===== src/rtl/alu_issue_pkg.sv =====
// Shared types and default widths for the ALU issue unit and its register file.
package alu_issue_pkg;

  localparam int unsigned DATA_W     = 16;
  localparam int unsigned REG_CNT    = 16;
  localparam int unsigned REG_ADDR_W = $clog2(REG_CNT);
  localparam int unsigned CNT_W      = 32;
  localparam int unsigned OPCODE_W   = 4;

  typedef enum logic {
    RES_EMPTY = 1'b0,
    RES_FULL  = 1'b1
  } res_state_e;

  typedef struct packed {
    logic [OPCODE_W-1:0]   opcode;
    logic [REG_ADDR_W-1:0] dest;
    logic [REG_ADDR_W-1:0] src_a;
    logic [REG_ADDR_W-1:0] src_b;
    logic                  imm_en;
    logic [DATA_W-1:0]     imm;
  } inst_t;

  typedef struct packed {
    logic [REG_ADDR_W-1:0] dest;
    logic [DATA_W-1:0]     data;
  } result_t;

endpackage


===== src/rtl/alu_issue_regfile.sv =====
// Register file: two asynchronous read ports, one synchronous write port, R0 reads as zero.
module alu_issue_regfile
  import alu_issue_pkg::*;
#(
  parameter int unsigned BITWIDTH = DATA_W,
  parameter int unsigned REGCOUNT = REG_CNT,
  localparam int unsigned REGADDR = $clog2(REGCOUNT)
) (
  input  logic                clk,
  input  logic                rst,
  input  logic                we,
  input  logic [REGADDR-1:0]  waddr,
  input  logic [BITWIDTH-1:0] wdata,
  input  logic [REGADDR-1:0]  raddr_a,
  output logic [BITWIDTH-1:0] rdata_a,
  input  logic [REGADDR-1:0]  raddr_b,
  output logic [BITWIDTH-1:0] rdata_b
);

  logic [BITWIDTH-1:0] mem_q [REGCOUNT];

  always_ff @(posedge clk) begin
    if (!rst) begin
      for (int i = 0; i < int'(REGCOUNT); i++) mem_q[i] <= '0;
    end else if (we && (waddr != '0)) begin
      mem_q[waddr] <= wdata;
    end
  end

  assign rdata_a = (raddr_a == '0) ? '0 : mem_q[raddr_a];
  assign rdata_b = (raddr_b == '0) ? '0 : mem_q[raddr_b];

endmodule


===== src/rtl/alu_issue_unit.sv =====
// Issues register-addressed ops to an external combinational ALU and holds each result
// in a one-entry valid/ready register, with issue and stall counters.
module alu_issue_unit
  import alu_issue_pkg::*;
#(
  parameter int unsigned BITWIDTH = DATA_W,
  parameter int unsigned REGCOUNT = REG_CNT,
  parameter int unsigned CNTWIDTH = CNT_W,
  localparam int unsigned REGADDR = $clog2(REGCOUNT)
) (
  input  logic                clk,
  input  logic                rst,
  input  logic                clk_en,
  input  logic                InstValid,
  output logic                InstReady,
  input  logic [3:0]          InstOpcode,
  input  logic [REGADDR-1:0]  InstDest,
  input  logic [REGADDR-1:0]  InstSrcA,
  input  logic [REGADDR-1:0]  InstSrcB,
  input  logic                InstImmEn,
  input  logic [BITWIDTH-1:0] InstImm,
  output logic [BITWIDTH-1:0] Data_InA,
  output logic [BITWIDTH-1:0] Data_InB,
  output logic                ALU_Enable,
  output logic [3:0]          Opcode,
  input  logic [BITWIDTH-1:0] Data_OutC,
  output logic                ResultValid,
  input  logic                ResultReady,
  output logic [REGADDR-1:0]  ResultDest,
  output logic [BITWIDTH-1:0] ResultData,
  output logic [CNTWIDTH-1:0] IssueCount,
  output logic [CNTWIDTH-1:0] StallCount
);

  inst_t               inst_c;
  result_t             res_q;
  res_state_e          state_q;
  logic                fire_c;
  logic [BITWIDTH-1:0] rd_a_c;
  logic [BITWIDTH-1:0] rd_b_c;

  assign inst_c = '{opcode: OPCODE_W'(InstOpcode),
                    dest:   REG_ADDR_W'(InstDest),
                    src_a:  REG_ADDR_W'(InstSrcA),
                    src_b:  REG_ADDR_W'(InstSrcB),
                    imm_en: InstImmEn,
                    imm:    DATA_W'(InstImm)};

  // Accept a new op whenever the result slot is empty or is draining this cycle.
  assign InstReady = rst && clk_en && ((state_q == RES_EMPTY) || ResultReady);
  assign fire_c    = InstValid && InstReady;

  alu_issue_regfile #(
    .BITWIDTH (BITWIDTH),
    .REGCOUNT (REGCOUNT)
  ) u_regfile (
    .clk     (clk),
    .rst     (rst),
    .we      (fire_c),
    .waddr   (REGADDR'(inst_c.dest)),
    .wdata   (Data_OutC),
    .raddr_a (REGADDR'(inst_c.src_a)),
    .rdata_a (rd_a_c),
    .raddr_b (REGADDR'(inst_c.src_b)),
    .rdata_b (rd_b_c)
  );

  assign ALU_Enable = fire_c;
  assign Opcode     = fire_c ? 4'(inst_c.opcode) : 4'h0;
  assign Data_InA   = fire_c ? rd_a_c : '0;
  assign Data_InB   = fire_c ? (inst_c.imm_en ? BITWIDTH'(inst_c.imm) : rd_b_c) : '0;

  always_ff @(posedge clk) begin
    if (!rst) begin
      state_q    <= RES_EMPTY;
      res_q      <= '0;
      IssueCount <= '0;
      StallCount <= '0;
    end else if (clk_en) begin
      case (state_q)
        RES_EMPTY: if (fire_c) state_q <= RES_FULL;
        RES_FULL:  if (ResultReady && !fire_c) state_q <= RES_EMPTY;
      endcase
      if (fire_c) begin
        res_q      <= '{dest: REG_ADDR_W'(InstDest), data: DATA_W'(Data_OutC)};
        IssueCount <= IssueCount + CNTWIDTH'(1);
      end
      if ((state_q == RES_FULL) && !ResultReady && (StallCount != '1)) begin
        StallCount <= StallCount + CNTWIDTH'(1);
      end
    end
  end

  assign ResultValid = (state_q == RES_FULL);
  assign ResultDest  = REGADDR'(res_q.dest);
  assign ResultData  = BITWIDTH'(res_q.data);

endmodule


===== config.mk =====
export PLATFORM = sky130hd
export DESIGN_NAME = alu_issue_unit
export DESIGN_NICKNAME = d
export VERILOG_FILES = /design/src/rtl/alu_issue_pkg.sv /design/src/rtl/alu_issue_regfile.sv /design/src/rtl/alu_issue_unit.sv
export SDC_FILE = /design/constraint.sdc
export NUM_CORES = 1
export LEC_CHECK = 0
export ABC_AREA = 1
export BUFFER_PORTS_ARGS = -buffer_cell sky130_fd_sc_hd__buf_4
export CORE_MARGIN = 2
export CORE_UTILIZATION = 40
export DETAILED_ROUTE_END_ITERATION = 8
export PLACE_DENSITY = 0.6
export SYNTH_ARGS = -nofsm -noshare
export SYNTH_HDL_FRONTEND = slang
export SYNTH_SLANG_ARGS = --single-unit

===== constraint.sdc =====
create_clock -name clk -period 6.7 [get_ports clk]
set_clock_uncertainty 0.2 [all_clocks]
set_input_delay 1.34 -clock clk [delete_from_list [all_inputs] [get_ports clk]]
set_output_delay 1.34 -clock clk [all_outputs]
set_load 0.02 [all_outputs]

Word level (Yosys, flattened, before mapping)
Memories as Yosys holds them, arrays and structs flattened.
Index checks and enable logic that the tools add are counted.
Storage, ports and cells
  register bits after elaboration: 85
  memory bits (writable): 256
  bits of input ports: 54
  output and inout port bits: 123
  logic and storage cells: 42
  memories kept: 1
Cells by class
  add/sub/neg operators: 2
  equal/unequal tests: 1
  multiplexer cells: 16
  bitwise logic cells: 1
  reduce and logical (&&, ||, !) cells: 16
Memories
  u_regfile.mem_q: depth 16, bits a word 16, rd ports 2, clocked after memory_dff 0, write ports 16, RTL line alu_issue_regfile.sv:20  | logic [BITWIDTH-1:0] mem_q [REGCOUNT];
Operator list (number)
  two-way mux 16 bit: 6
  adder 32 x 1 -> 32 bit, second input constant: 2
  inequality test 32 bit, second input constant: 1
  OR reduction 16 bit: 1
  logical NOT 4 bit: 2
  two-way mux 4 bit: 2
  logical AND 1 bit: 7
  two-way mux 1 bit: 7
  AND reduction 2 bit: 2
  nonzero test 4 bit: 1
  logical NOT 1 bit: 2
  case mux 1 bit (2 select lines): 1
  logical OR 1 bit: 1
  NOT 1 bit: 1

Longest topological paths before layout
Gate-level depths: netlist of the first run.
  depth after elaboration: 10
  gate-level depth with buffers: 11
  mapped depth without buffers: 10

By module
From an unflattened synthesis of the first run, not the netlist that was laid out.
Unflattened totals
  cells, all modules: 2852
  area, all modules: 20156.8 µm²
Modules (own cells, without submodules)
  alu_issue_regfile: times used 1, cells each 2050, area each 15167.0 µm², seq. area each 7687.4 µm²
  alu_issue_unit: times used 1, cells each 802, area each 4989.8 µm², seq. area each 1701.6 µm²

Least setup slack after synthesis of the first run
OpenSTA, ideal clock, no wires.
  path kind: input to output
  start point: in InstSrcB[3]
  end point: out Data_InB[10]
  arrival: 2.740 ns
  required time: 5.160 ns
  slack: 2.420 ns
  stages: 9
  buffers on the path: 3
  path through: buf_2 > inv_2 > or2_2 > clkbuf_1 > clkbuf_1 > nor2_1 > nor2_1 > nand2_1 > a21oi_1
Between the ends
  longest elaborated chain between the ends: 4
  elaborated cells between the ends (all ways): 5
  those cells by class: 3 x mux; 1 x reduce/logical; 1 x memory
Ends and longest elaborated chain
  start: declaration: RTL line alu_issue_unit.sv:19  | input logic [REGADDR-1:0] InstSrcB,
  memory read (16 x 16 bit) or logical NOT 4 bit (tied branches)
  two-way mux 16 bit *: RTL line alu_issue_regfile.sv:31  | assign rdata_b = (raddr_b == '0) ? '0 : mem_q[raddr_b];
  two-way mux 16 bit * (2 in series): RTL line alu_issue_unit.sv:71  | assign Data_InB = fire_c ? (inst_c.imm_en ? BITWIDTH'(inst_c.imm) : rd_b_c) : '0;
  end: declaration: RTL line alu_issue_unit.sv:23  | output logic [BITWIDTH-1:0] Data_InB,
Mark *: on every way between the ends. The rest lies on a longest branch, timed or not.

Worst setup path in the final report of the first run
  start point: in InstSrcA[2]
  end point: out Data_InA[9]
Between the ends
  longest elaborated chain between the ends: 3
  elaborated cells between the ends (all ways): 4
  those cells by class: 2 x mux; 1 x reduce/logical; 1 x memory
Ends and longest elaborated chain
  start: declaration: RTL line alu_issue_unit.sv:18  | input logic [REGADDR-1:0] InstSrcA,
  memory read (16 x 16 bit) or logical NOT 4 bit (tied branches)
  two-way mux 16 bit *: RTL line alu_issue_regfile.sv:30  | assign rdata_a = (raddr_a == '0) ? '0 : mem_q[raddr_a];
  two-way mux 16 bit *: RTL line alu_issue_unit.sv:70  | assign Data_InA = fire_c ? rd_a_c : '0;
  end: declaration: RTL line alu_issue_unit.sv:22  | output logic [BITWIDTH-1:0] Data_InA,
Marks and branches as above.

==> Flow_metrics.wiki, run 1 <==
{| class="wikitable"
! Metric !! Value
|-
| Dominant register cell in the synthesized netlist || sky130_fd_sc_hd__edfxtp_1
|-
| Floorplan core area || 0.0466 mm²
|-
| Async SR Flop Fraction || 0
|-
| Count of input and output buffers || around 180
|-
| Clk buf depth || 3
|-
| Hold bufs inserted after CTS || 0
|-
| Routed Wire Length || just under 70,000 µm
|-
| RSZ-0062 raised after global routing || no
|-
| Number of warnings printed during yosys synthesis || 0
|-
| Max-slew violation total from the final report || 0
|-
| Delay of the slowest critical-path stage || between 0.9 and 1 ns
|-
| Area fraction of the dominant cell type after synthesis || 0.408
|-
| Vias in the first global route || approximately 17,000
|-
| Row cnt || between 70 and 80
|-
| Cell internal pwr || 3830 µW
|-
| # DRC || 0
|-
| Share of layout cells above drive strength 1 || 0.106
|-
| Most used cell along the critical path || sky130_fd_sc_hd__buf_4
|-
| Cells after synthesis || 2,522
|-
| Measured slew at the worst slew-check pin || between 1 and 1.5 ns
|-
| Total count of hold-check failures in the final report || 0
|-
| Reg power frac || 0.455
|-
| Leakage power figure || roughly 0.0088 µW
|-
| Run status || finished clean
|-
| Overall die width || approximately 220 µm
|-
| Number of resized instances in the post-cts repair step || 0
|-
| Number of flops mapped to enable cells by yosys || 256
|-
| CTS tree || built
|-
| Critical path required time || around 5.2 ns
|-
| Part of the Yosys area used for sequential elements || 0.498
|-
| Worst setup slack before clock tree synthesis || between 1 and 1.5 ns
|-
| Placed wire-length estimate after detailed placement || between 40,000 and 50,000 µm
|-
| Detailed Routing Iterations Pass 1 || 6
|-
| Combined area of all synthesized cells || ~0.019 mm²
|-
| Flops & latches, synth || ~340
|-
| Clock power frac || 0.440
|-
| Post-route setup TNS || 0 ns
|-
| Overall track demand over capacity in global routing || 0.270
|-
| Post-CTS setup buffer count || 0
|-
| Wire length of the first global-routing pass || a little over 100,000 µm
|-
| Initial antenna violation count || 0
|-
| Capturing element type of the critical path || output pin
|-
| Number of inserted diodes || 0
|-
| Most frequent cells after synthesis || sky130_fd_sc_hd__nand2_1 (680), sky130_fd_sc_hd__nor2_1 (474), sky130_fd_sc_hd__edfxtp_1 (256)
|-
| Effective utilization at floorplan || 0.405
|-
| Global route total overflow || 0
|-
| Largest fanout on the critical path || 48
|-
| Total number of nets in the final design || roughly 2,700
|-
| Final RePlAce weighted congestion || approximately 0.94
|-
| Drt initial violations || 1,973
|-
| TritonCTS sink count || between 300 and 400
|-
| Cell Pwr Density || 238 mW/mm²
|-
| Boundary pin count || ~180
|-
| Largest net degree at the start of global routing || 92
|-
| Die footprint || a little under 0.05 mm²
|-
| Tmin final || 5.60 ns
|-
| Leading cell type by number of instances after synthesis || sky130_fd_sc_hd__nand2_1
|-
| Total via count after detailed routing || around 18,000
|-
| Final Power || 5210 µW
|-
| Number of buffers inserted during clock tree synthesis || a little over 40
|-
| Switching part of the total power || 0.264
|-
| Average size of a mapped cell || 7.47 µm²
|-
| Logic pwr share || 0.104
|-
| Yosys top cell by area || sky130_fd_sc_hd__edfxtp_1
|-
| Top achievable clock speed || roughly 180 MHz
|-
| Worst path arrival time || 4.06 ns
|-
| Average vias per placed instance || approximately 5.5
|-
| Startpoint Class || input port
|-
| Cell at the slowest stage of the critical path || sky130_fd_sc_hd__a41oi_2
|-
| Kind of critical path || in -> out
|-
| Number of max-cap violations || 0
|-
| Max transition margin || 0.161
|-
| Netlist cell types || 35
|-
| Final setup margin || between 1 and 1.5 ns
|-
| Switching power total || approximately 1400 µW
|-
| Final critical-path share of the clock period || 0.836
|-
| Cell Chain, Critical Path || buf_4 -> clkinv_1 -> a41oi_2 -> nand2_1 -> nor2_1 -> buf_4
|-
| Clock slew seen by the registers of the worst setup and hold paths || approximately 0.06 ns
|-
| Worst ir drop on vdd || about 0.17 mV
|-
| Die height || approximately 220 µm
|-
| Cell at the root of the clock tree || sky130_fd_sc_hd__clkbuf_16
|-
| Class of the tightest hold or removal check || reg -> reg
|-
| Leading post-synthesis cells by cell area || sky130_fd_sc_hd__edfxtp_1 (41%), sky130_fd_sc_hd__nand2_1 (14%), sky130_fd_sc_hd__nor2_1 (9.4%)
|-
| Area added between synthesis and finish || 16.1%
|-
| Post-detailed-route wirelength per cell || between 20 and 25 µm
|-
| H-tree levels || 2
|-
| Post-route ant nets || 0
|-
| Source-to-sink clock delay at the later pin of the worst-skew pair || between 0.5 and 0.6 ns
|-
| Number of endpoints failing setup at the final stage || 0
|}
==> final timing paths <==
kind | from | slack [ns] | depth (start not counted) | endpoint
max | InstSrcA[2] | 1.10 | 6 | Data_InA[9]
min | ResultDest[0] | 0.28 | 1 | ResultDest[0]
min reg2reg | ResultDest[0] | 0.28 | 1 | ResultDest[0]
max reg2reg | ResultValid | 3.06 | 8 | u_regfile.mem_q[9][5]
==> worst max-delay path, delay by kind of cell <==
kind | cells | cell delay [ns]
buffers and inverters | 3 | 1.26
AND/OR/NAND/NOR | 2 | 0.50
AO/OA/AOI/OAI | 1 | 0.93
==> stage by stage <==
stage	utilization	instance area (µm²)	hold slack (ns)	std cells
final	0.470	21900	0.278	3260
after global routing	0.470	21900	0.304	3260
after CTS	0.470	21900	0.280	3260
after detailed placement	0.441	20500	0.262	3185
after global placement	0.441	20500	0.257	3185
after floorplan	-	18900	0.341	2537
==> routing by layer <==
| layer | global-route usage | vias to the layer above | share of wire |
|---|---|---|---|
| met1 | 0.371 | 8435 | 0.42 |
| met3 | 0.0483 | 129 | 0.088 |
| met4 | 0.0799 | 0 | 0.029 |
| li1 | - | 8430 | - |
| met2 | 0.436 | 903 | 0.47 |
| met5 | 0 | - | 0 |
==> area by class of cell <==
| type | count | area, µm² |
|---|---|---|
| Fill cell | 4582 | 24700 |
| Sequential cell | 341 | 9390 |
| Multi-Input combinational cell | 1830 | 8080 |
| Timing Repair Buffer | 197 | 1490 |
| Clock buffer | 54 | 1100 |
| Inverter | 210 | 788 |
| Tap cell | 607 | 759 |
| Clock inverter | 21 | 254 |
==> kinds of logic after synthesis <==
group,Yosys count,share of synthesized area
XOR/XNOR,17,0.00790
other,1,0.000199
adder cells (fa/ha/maj),2,0.00133
flip-flops,341,0.498
AO/OA/AOI/OAI,447,0.126
buffers and inverters,366,0.0758
AND/OR/NAND/NOR,1348,0.290
==> layout by cell type, fill, tap and decap left out, drive strengths merged <==
cell	n
bufinv	5
nor2	480
or2	1
clkinvlp	2
ha	2
a21oi	194
buf	197
nor3	5
nand2	683
o21ai	202
xor2	10
o21a	1
conb	16
o22ai	2
edfxtp	256
inv	209
nand4	37
xnor2	7
nand3b	21
clkinv	15
a41oi	1
nor3b	1
and2	1
dfxtp	85
clkbuf	54
nand3	119
o211ai	47
==> power by group through the flow <==
stage	Combinational, µW	Sequential, µW	Clock (µW)
floorplan	312	2410	0
global placement	531	2410	0
detailed placement	535	2410	0
CTS	536	2370	2310
global route	585	2380	2390
finish	543	2370	2290
==> sequential cells by signal, indices dropped and copies added (netlist names) <==
signal / count
StallCount: 32
ResultDest: 4
IssueCount: 32
ResultValid: 1
u_regfile.mem_q: 256
ResultData: 16
(Power assumes the default switching activity.)
==> run 2, diff against run 1 <==
--- a/config.mk
+++ b/config.mk
@@ -10,7 +10,7 @@
 export CORE_MARGIN = 2
 export CORE_UTILIZATION = 40
 export DETAILED_ROUTE_END_ITERATION = 8
-export PLACE_DENSITY = 0.6
+export PLACE_DENSITY = 0.62
 export SYNTH_ARGS = -nofsm -noshare
 export SYNTH_HDL_FRONTEND = slang
 export SYNTH_SLANG_ARGS = --single-unit
==> constraint.sdc (replaced) <==
create_clock -name clk -period 4.8 [get_ports clk]
set_clock_uncertainty 0.2 [all_clocks]
set_input_delay 0.96 -clock clk [delete_from_list [all_inputs] [get_ports clk]]
set_output_delay 0.96 -clock clk [all_outputs]
set_load 0.02 [all_outputs]
==> run 2 against run 1 <==
  * Sequential power increased by 40%
  * Via count increased by 0.79%
  * First-iteration DRC count increased by 11%
  * Die area unchanged
  * Clock power increased by 51%
  * Critical path depth increased by 3
  * Non-clock buffer count increased by 18
  * Flip-flop and latch count unchanged
  * Critical path type unchanged
  * Routed wire length increased by 1.0%
  * Total power increased by 45%
  * Final cell count increased by 0.46%
  * Sequential share of layout area decreased by 0.51 points
==> Flow_metrics.wiki, run 2 (synthesis gave the netlist of run 1 again) <==
{| class="wikitable"
! Metric !! Value
|-
| Cell Pwr Density || ~340 mW/mm²
|-
| Tmin final || around 4.2 ns
|-
| Leakage power figure || 0.00897 µW
|-
| Row cnt || 79
|-
| Final RePlAce weighted congestion || 0.959
|-
| Capturing element type of the critical path || output pin
|-
| Boundary pin count || approximately 180
|-
| Cell at the slowest stage of the critical path || sky130_fd_sc_hd__nor2_2
|-
| Critical path required time || 3.64 ns
|-
| Largest fanout on the critical path || 24
|-
| Max-slew violation total from the final report || 0
|-
| Slack of the worst reg-to-reg path || about 1.5 ns
|-
| Final non-filler cell total || approximately 3,300
|-
| CTS tree || built
|-
| Post-route ant nets || 0
|-
| Number of buffers inserted during clock tree synthesis || 40
|-
| Drt initial violations || 2,183
|-
| Hold bufs inserted after CTS || 0
|-
| Top achievable clock speed || 236 MHz
|-
| Average vias per placed instance || around 5.5
|-
| Cell at the root of the clock tree || sky130_fd_sc_hd__clkbuf_16
|-
| Class of the tightest hold or removal check || reg -> reg
|-
| Total count of hold-check failures in the final report || 0
|-
| Placed wire-length estimate after detailed placement || 46,700 µm
|-
| Vias in the first global route || 17,000
|-
| Initial antenna violation count || 1
|-
| Run status || finished clean
|-
| Wire length of the first global-routing pass || 103,000 µm
|-
| Effective utilization at floorplan || 0.405
|-
| Gate family responsible for the most delay along the worst path || simple AND/OR/NAND/NOR gates
|-
| R2R depth || 8
|-
| Hold Path End || ResultDest[0]
|-
| RSZ-0062 raised after global routing || no
|-
| Measured slew at the worst slew-check pin || between 1 and 1.5 ns
|-
| Total buffers and inverters traversed by the critical path || 3
|-
| M1 WL || around 29,000 µm
|-
| Clk buf depth || 3
|-
| Placed insts || between 3,000 and 4,000
|-
| Post-route setup TNS || 0 ns
|-
| Number of resized instances in the post-cts repair step || 0
|-
| Worst ir drop on vdd || 0.256 mV
|-
| Global route total overflow || 0
|-
| Floorplan core area || 0.0466 mm²
|-
| Most common library cell in the layout ignoring fill and taps || sky130_fd_sc_hd__nand2_1
|-
| Capturing point of the worst reg2reg path || u_regfile.mem_q[8][0]
|-
| Startpoint Class || input port
|-
| Area added between synthesis and finish || 17.5%
|-
| Fill cells || around 4,500
|-
| Met3 wire length || between 6000 and 7000 µm
|-
| Worst path arrival time || approximately 3.1 ns
|-
| Final critical-path share of the clock period || 0.881
|-
| Post-detailed-route wirelength per cell || about 21 µm
|-
| Most used cell along the critical path || sky130_fd_sc_hd__buf_4
|-
| Hold Path Cell Cnt || 1
|-
| Largest register FFs || between 200 and 300
|-
| Origin of the critical flop-to-flop path || ResultValid
|-
| Number of max-cap violations || 0
|-
| Overall track demand over capacity in global routing || 0.275
|-
| Kind of critical path || in -> out
|-
| Hold Startpoint || ResultDest[0]
|-
| Clock slew seen by the registers of the worst setup and hold paths || roughly 0.060 ns
|-
| TritonCTS sink count || 341
|-
| Final Power || 7530 µW
|-
| Overall die width || approximately 220 µm
|-
| Max transition margin || 0.272
|-
| Total number of nets in the final design || ~2,700
|-
| H-tree levels || 2
|-
| Delay of the slowest critical-path stage || roughly 0.6 ns
|-
| Source-to-sink clock delay at the later pin of the worst-skew pair || 0.56 ns
|-
| Total via count after detailed routing || approximately 18,000
|-
| Share of layout cells above drive strength 1 || 0.114
|-
| Die height || 221 µm
|-
| Number of endpoints failing setup at the final stage || 0
|-
| Die footprint || 0.0488 mm²
|-
| Routed Wire Length || between 60,000 and 70,000 µm
|-
| Top reg by flops || u_regfile.mem_q
|-
| Commonest cells after routing, fill and taps aside || sky130_fd_sc_hd__nand2_1 (680), sky130_fd_sc_hd__nor2_1 (472), sky130_fd_sc_hd__edfxtp_1 (256)
|-
| # DRC || 0
|-
| Routed met2 length || ~32,000 µm
|-
| Post-CTS setup buffer count || 0
|-
| Count of input and output buffers || about 180
|-
| Top routing layer in use || met5
|-
| Detailed Routing Iterations Pass 1 || 6
|-
| Number of inserted diodes || 0
|-
| Largest regs || u_regfile.mem_q x256, IssueCount x32, StallCount x32
|-
| Largest net degree at the start of global routing || 114
|-
| Cell Chain, Critical Path || buf_4 -> nor2_2 -> buf_4 -> nand2_1 -> nand4_1 -> nand3_1 -> nand2_1 -> a21oi_1 -> buf_4
|}
==> run 2: cell types whose count changed in the layout (fill, tap and decap cells not counted), sizes merged <==
| cell | previous run | this run |
|---|---|---|
| clkinvlp | 2 | 4 |
| clkinv | 15 | 14 |
| clkbuf | 54 | 45 |
| bufinv | 5 | 10 |
| buf | 197 | 215 |
==> run 2: worst max-delay path by stage <==
stage	startpoint	end	slack, ns	cells past startpoint
floorplan	InstSrcB[3]	Data_InB[10]	1.28	9
global placement	InstSrcB[0]	Data_InB[3]	0.64	9
detailed placement	InstSrcB[1]	Data_InB[7]	0.65	10
CTS	InstSrcB[1]	Data_InB[7]	0.65	10
global route	InstSrcB[1]	Data_InB[13]	0.47	10
finish	InstSrcB[0]	Data_InB[4]	0.57	9
==> run 2: report_power, final <==
| part | internal, µW | switching [µW] | total, µW |
|---|---|---|---|
| clock network | 2140 | 1310 | 3450 |
| logic | 201 | 566 | 766 |
| registers | 3260 | 54.5 | 3310 |
==> run 2: routing by layer <==
metal,up-vias,track usage
met3,134,0.0556
met2,914,0.442
met5,-,0
li1,8494,-
met4,2,0.0916
met1,8495,0.370
==> run 2: layout make-up <==
class | instances | area (µm²) | share of cell area
Timing Repair Buffer | 215 | 1640 | 0.0741
Sequential cell | 341 | 9390 | 0.424
Inverter | 210 | 788 | 0.0356
Clock buffer | 45 | 1060 | 0.0480
Tap cell | 607 | 759 | 0.0343
Multi-Input combinational cell | 1830 | 8080 | 0.365
Clock inverter | 27 | 414 | 0.0187
==> run 2: per-stage QoR <==
stage / setup WS (ns) / area (µm²) / utilization / hold WS (ns)
4_1_cts: 0.647 / 22100 / 0.475 / 0.275
3_3_place_gp: 0.639 / 20700 / 0.444 / 0.258
5_1_grt: 0.465 / 22100 / 0.475 / 0.290
6_report: 0.571 / 22100 / 0.475 / 0.273
2_1_floorplan: 1.28 / 18900 / - / 0.341
3_5_place_dp: 0.647 / 20700 / 0.444 / 0.263
==> run 3, diff against run 2 <==
--- a/config.mk
+++ b/config.mk
@@ -8,9 +8,9 @@
 export ABC_AREA = 1
 export BUFFER_PORTS_ARGS = -buffer_cell sky130_fd_sc_hd__buf_4
 export CORE_MARGIN = 2
-export CORE_UTILIZATION = 40
+export CORE_UTILIZATION = 25
 export DETAILED_ROUTE_END_ITERATION = 8
-export PLACE_DENSITY = 0.62
+export PLACE_DENSITY = 0.44
 export SYNTH_ARGS = -nofsm -noshare
 export SYNTH_HDL_FRONTEND = slang
 export SYNTH_SLANG_ARGS = --single-unit
==> run 3 against run 2 <==
  * Worst hold slack worse by 0.0021 ns
  * Total power increased by 1.2%
  * Sequential share of layout area down 1.0 points
==> Flow_metrics.wiki, run 3 (synthesis gave the netlist of run 1 again) <==
{| class="wikitable"
! Metric !! Value
|-
| Count of input and output buffers || 176
|-
| Startpoint Class || input port
|-
| Commonest cells after routing, fill and taps aside || sky130_fd_sc_hd__nand2_1 (680), sky130_fd_sc_hd__nor2_1 (472), sky130_fd_sc_hd__edfxtp_1 (256)
|-
| Largest fanout on the critical path || 39
|-
| Cell Pwr Density || 336 mW/mm²
|-
| Number of inserted diodes || 0
|-
| Detailed Routing Iterations Pass 1 || 5
|-
| Top achievable clock speed || roughly 230 MHz
|-
| Die footprint || roughly 0.078 mm²
|-
| Number of endpoints failing setup at the final stage || 0
|-
| R2R depth || 9
|-
| Most common library cell in the layout ignoring fill and taps || sky130_fd_sc_hd__nand2_1
|-
| Top reg by flops || u_regfile.mem_q
|-
| Final RePlAce weighted congestion || approximately 0.9
|-
| Area added between synthesis and finish || 20.4%
|-
| Final non-filler cell total || around 3,700
|-
| Die height || ~280 µm
|-
| Total via count after detailed routing || 17,900
|-
| Row cnt || 100
|-
| Fill cells || about 8,000
|-
| Leakage power figure || 0.00904 µW
|-
| Run status || finished clean
|-
| Max-slew violation total from the final report || 0
|-
| Number of resized instances in the post-cts repair step || 0
|-
| Clk buf depth || 3
|-
| Placed insts || around 3,600
|-
| Vias in the first global route || between 15,000 and 20,000
|-
| Wire length of the first global-routing pass || roughly 110,000 µm
|-
| Number of buffers inserted during clock tree synthesis || 43
|-
| Kind of critical path || in -> out
|-
| Class of the tightest hold or removal check || reg -> reg
|-
| Final Power || around 7600 µW
|-
| Number of max-cap violations || 0
|-
| Share of layout cells above drive strength 1 || 0.118
|-
| Boundary pin count || ~180
|-
| Cell at the root of the clock tree || sky130_fd_sc_hd__clkbuf_16
|-
| Routed Wire Length || between 70,000 and 80,000 µm
|-
| Final critical-path share of the clock period || 0.893
|-
| Drt initial violations || around 1,800
|-
| Multi-input gate area in the final layout || 0.00808 mm²
|-
| # DRC || 0
|-
| Largest register FFs || 256
|-
| Average vias per placed instance || 4.88
|-
| Overall track demand over capacity in global routing || 0.189
|-
| Worst slack on hold paths || 0.271 ns
|-
| Post-detailed-route wirelength per cell || ~20 µm
|-
| Hold bufs inserted after CTS || 0
|-
| Total count of hold-check failures in the final report || 0
|-
| Global route total overflow || 0
|-
| Clock slew seen by the registers of the worst setup and hold paths || approximately 0.050 ns
|-
| Effective utilization at floorplan || 0.253
|-
| Source-to-sink clock delay at the later pin of the worst-skew pair || ~0.59 ns
|-
| Initial antenna violation count || 0
|-
| Slack of the worst reg-to-reg path || around 1.3 ns
|-
| Max transition margin || 0.263
|-
| Combined flip-flop and latch cell area || 0.00939 mm²
|-
| RSZ-0062 raised after global routing || no
|-
| Worst setup slack before clock tree synthesis || about 0.60 ns
|-
| Launching element of the worst setup path || InstSrcB[1]
|-
| Final setup margin || 0.516 ns
|-
| Overall die width || 279 µm
|-
| Measured slew at the worst slew-check pin || about 1.1 ns
|-
| Capturing point of the worst reg2reg path || u_regfile.mem_q[13][11]
|-
| Capturing element type of the critical path || output pin
|-
| Placed wire-length estimate after detailed placement || 51,100 µm
|-
| CTS tree || built
|-
| H-tree levels || 2
|-
| Floorplan core area || 0.0746 mm²
|-
| Critical path required time || approximately 3.6 ns
|-
| Total number of nets in the final design || 2,709
|-
| Post-route ant nets || 0
|-
| End of the critical path || Data_InB[10]
|-
| Largest net degree at the start of global routing || ~120
|-
| Tmin final || approximately 4.3 ns
|-
| Worst path arrival time || around 3.1 ns
|-
| Origin of the critical flop-to-flop path || ResultValid
|-
| Post-route setup TNS || 0 ns
|-
| Post-CTS setup buffer count || 0
|-
| Worst ir drop on vdd || between 0.2 and 0.25 mV
|-
| Largest regs || u_regfile.mem_q x256, IssueCount x32, StallCount x32
|-
| TritonCTS sink count || ~340
|}
## run 3: changes by cell type in the layout (fill, tap and decap cells not counted)
cell,previous run,this run
sky130_fd_sc_hd__clkinv_1,6,5
sky130_fd_sc_hd__clkinv_2,4,8
sky130_fd_sc_hd__clkbuf_8,0,1
sky130_fd_sc_hd__bufinv_16,10,8
sky130_fd_sc_hd__clkinv_4,3,1
sky130_fd_sc_hd__clkinvlp_2,1,0
sky130_fd_sc_hd__clkinvlp_4,3,0
sky130_fd_sc_hd__buf_4,213,225
sky130_fd_sc_hd__clkbuf_16,42,44
sky130_fd_sc_hd__clkbuf_1,3,12
## run 3: worst max-delay path, stage by stage
cell and delay [ns]:
sky130_fd_sc_hd__buf_4 0.28, sky130_fd_sc_hd__inv_1 0.11, sky130_fd_sc_hd__buf_4 0.43, sky130_fd_sc_hd__o211ai_1 0.16, sky130_fd_sc_hd__nand2_1 0.17, sky130_fd_sc_hd__nor2_1 0.06, sky130_fd_sc_hd__nor2_1 0.40, sky130_fd_sc_hd__nand2_1 0.16
sky130_fd_sc_hd__a21oi_1 0.17, sky130_fd_sc_hd__buf_4 0.16
## run 3: layout make-up
type / count / area share
clock inverters: 22 / 0.0143
clock buffers: 57 / 0.0511
repair buffers: 227 / 0.0762
inverters: 210 / 0.0347
well taps: 969 / 0.0534
flip-flops and latches: 341 / 0.414
multi-input cells: 1830 / 0.356
## run 3: stage by stage
step	util	instance area (µm²)
global route	0.304	22700
finish	0.304	22700
detailed placement	0.284	21200
floorplan	-	18900
CTS	0.304	22700
global placement	0.284	21200
## run 3: metal layers
layer,track usage,part of all wire
met4,0.0623,0.032
met2,0.293,0.44
met5,0,0
met1,0.262,0.44
met3,0.0390,0.085
## run 3: report_power, final
part	internal, µW	leakage [µW]	switching [µW]
Clock	2130	0.000728	1380
Combinational	204	0.00497	593
Sequential	3260	0.00335	44.9
Total	5600	0.00904	2020
## run 3: worst min path at each step
stage                  start            end  slack (ns)  cells after the start
2_1_floorplan  ResultDest[3]  ResultDest[3]        0.34                      2
3_3_place_gp   ResultDest[1]  ResultDest[1]        0.26                      2
3_5_place_dp   ResultDest[1]  ResultDest[1]        0.26                      2
4_1_cts        ResultDest[1]  ResultDest[1]        0.27                      2
5_1_grt        ResultDest[3]  ResultDest[3]        0.29                      2
6_report       ResultDest[1]  ResultDest[1]        0.27                      2
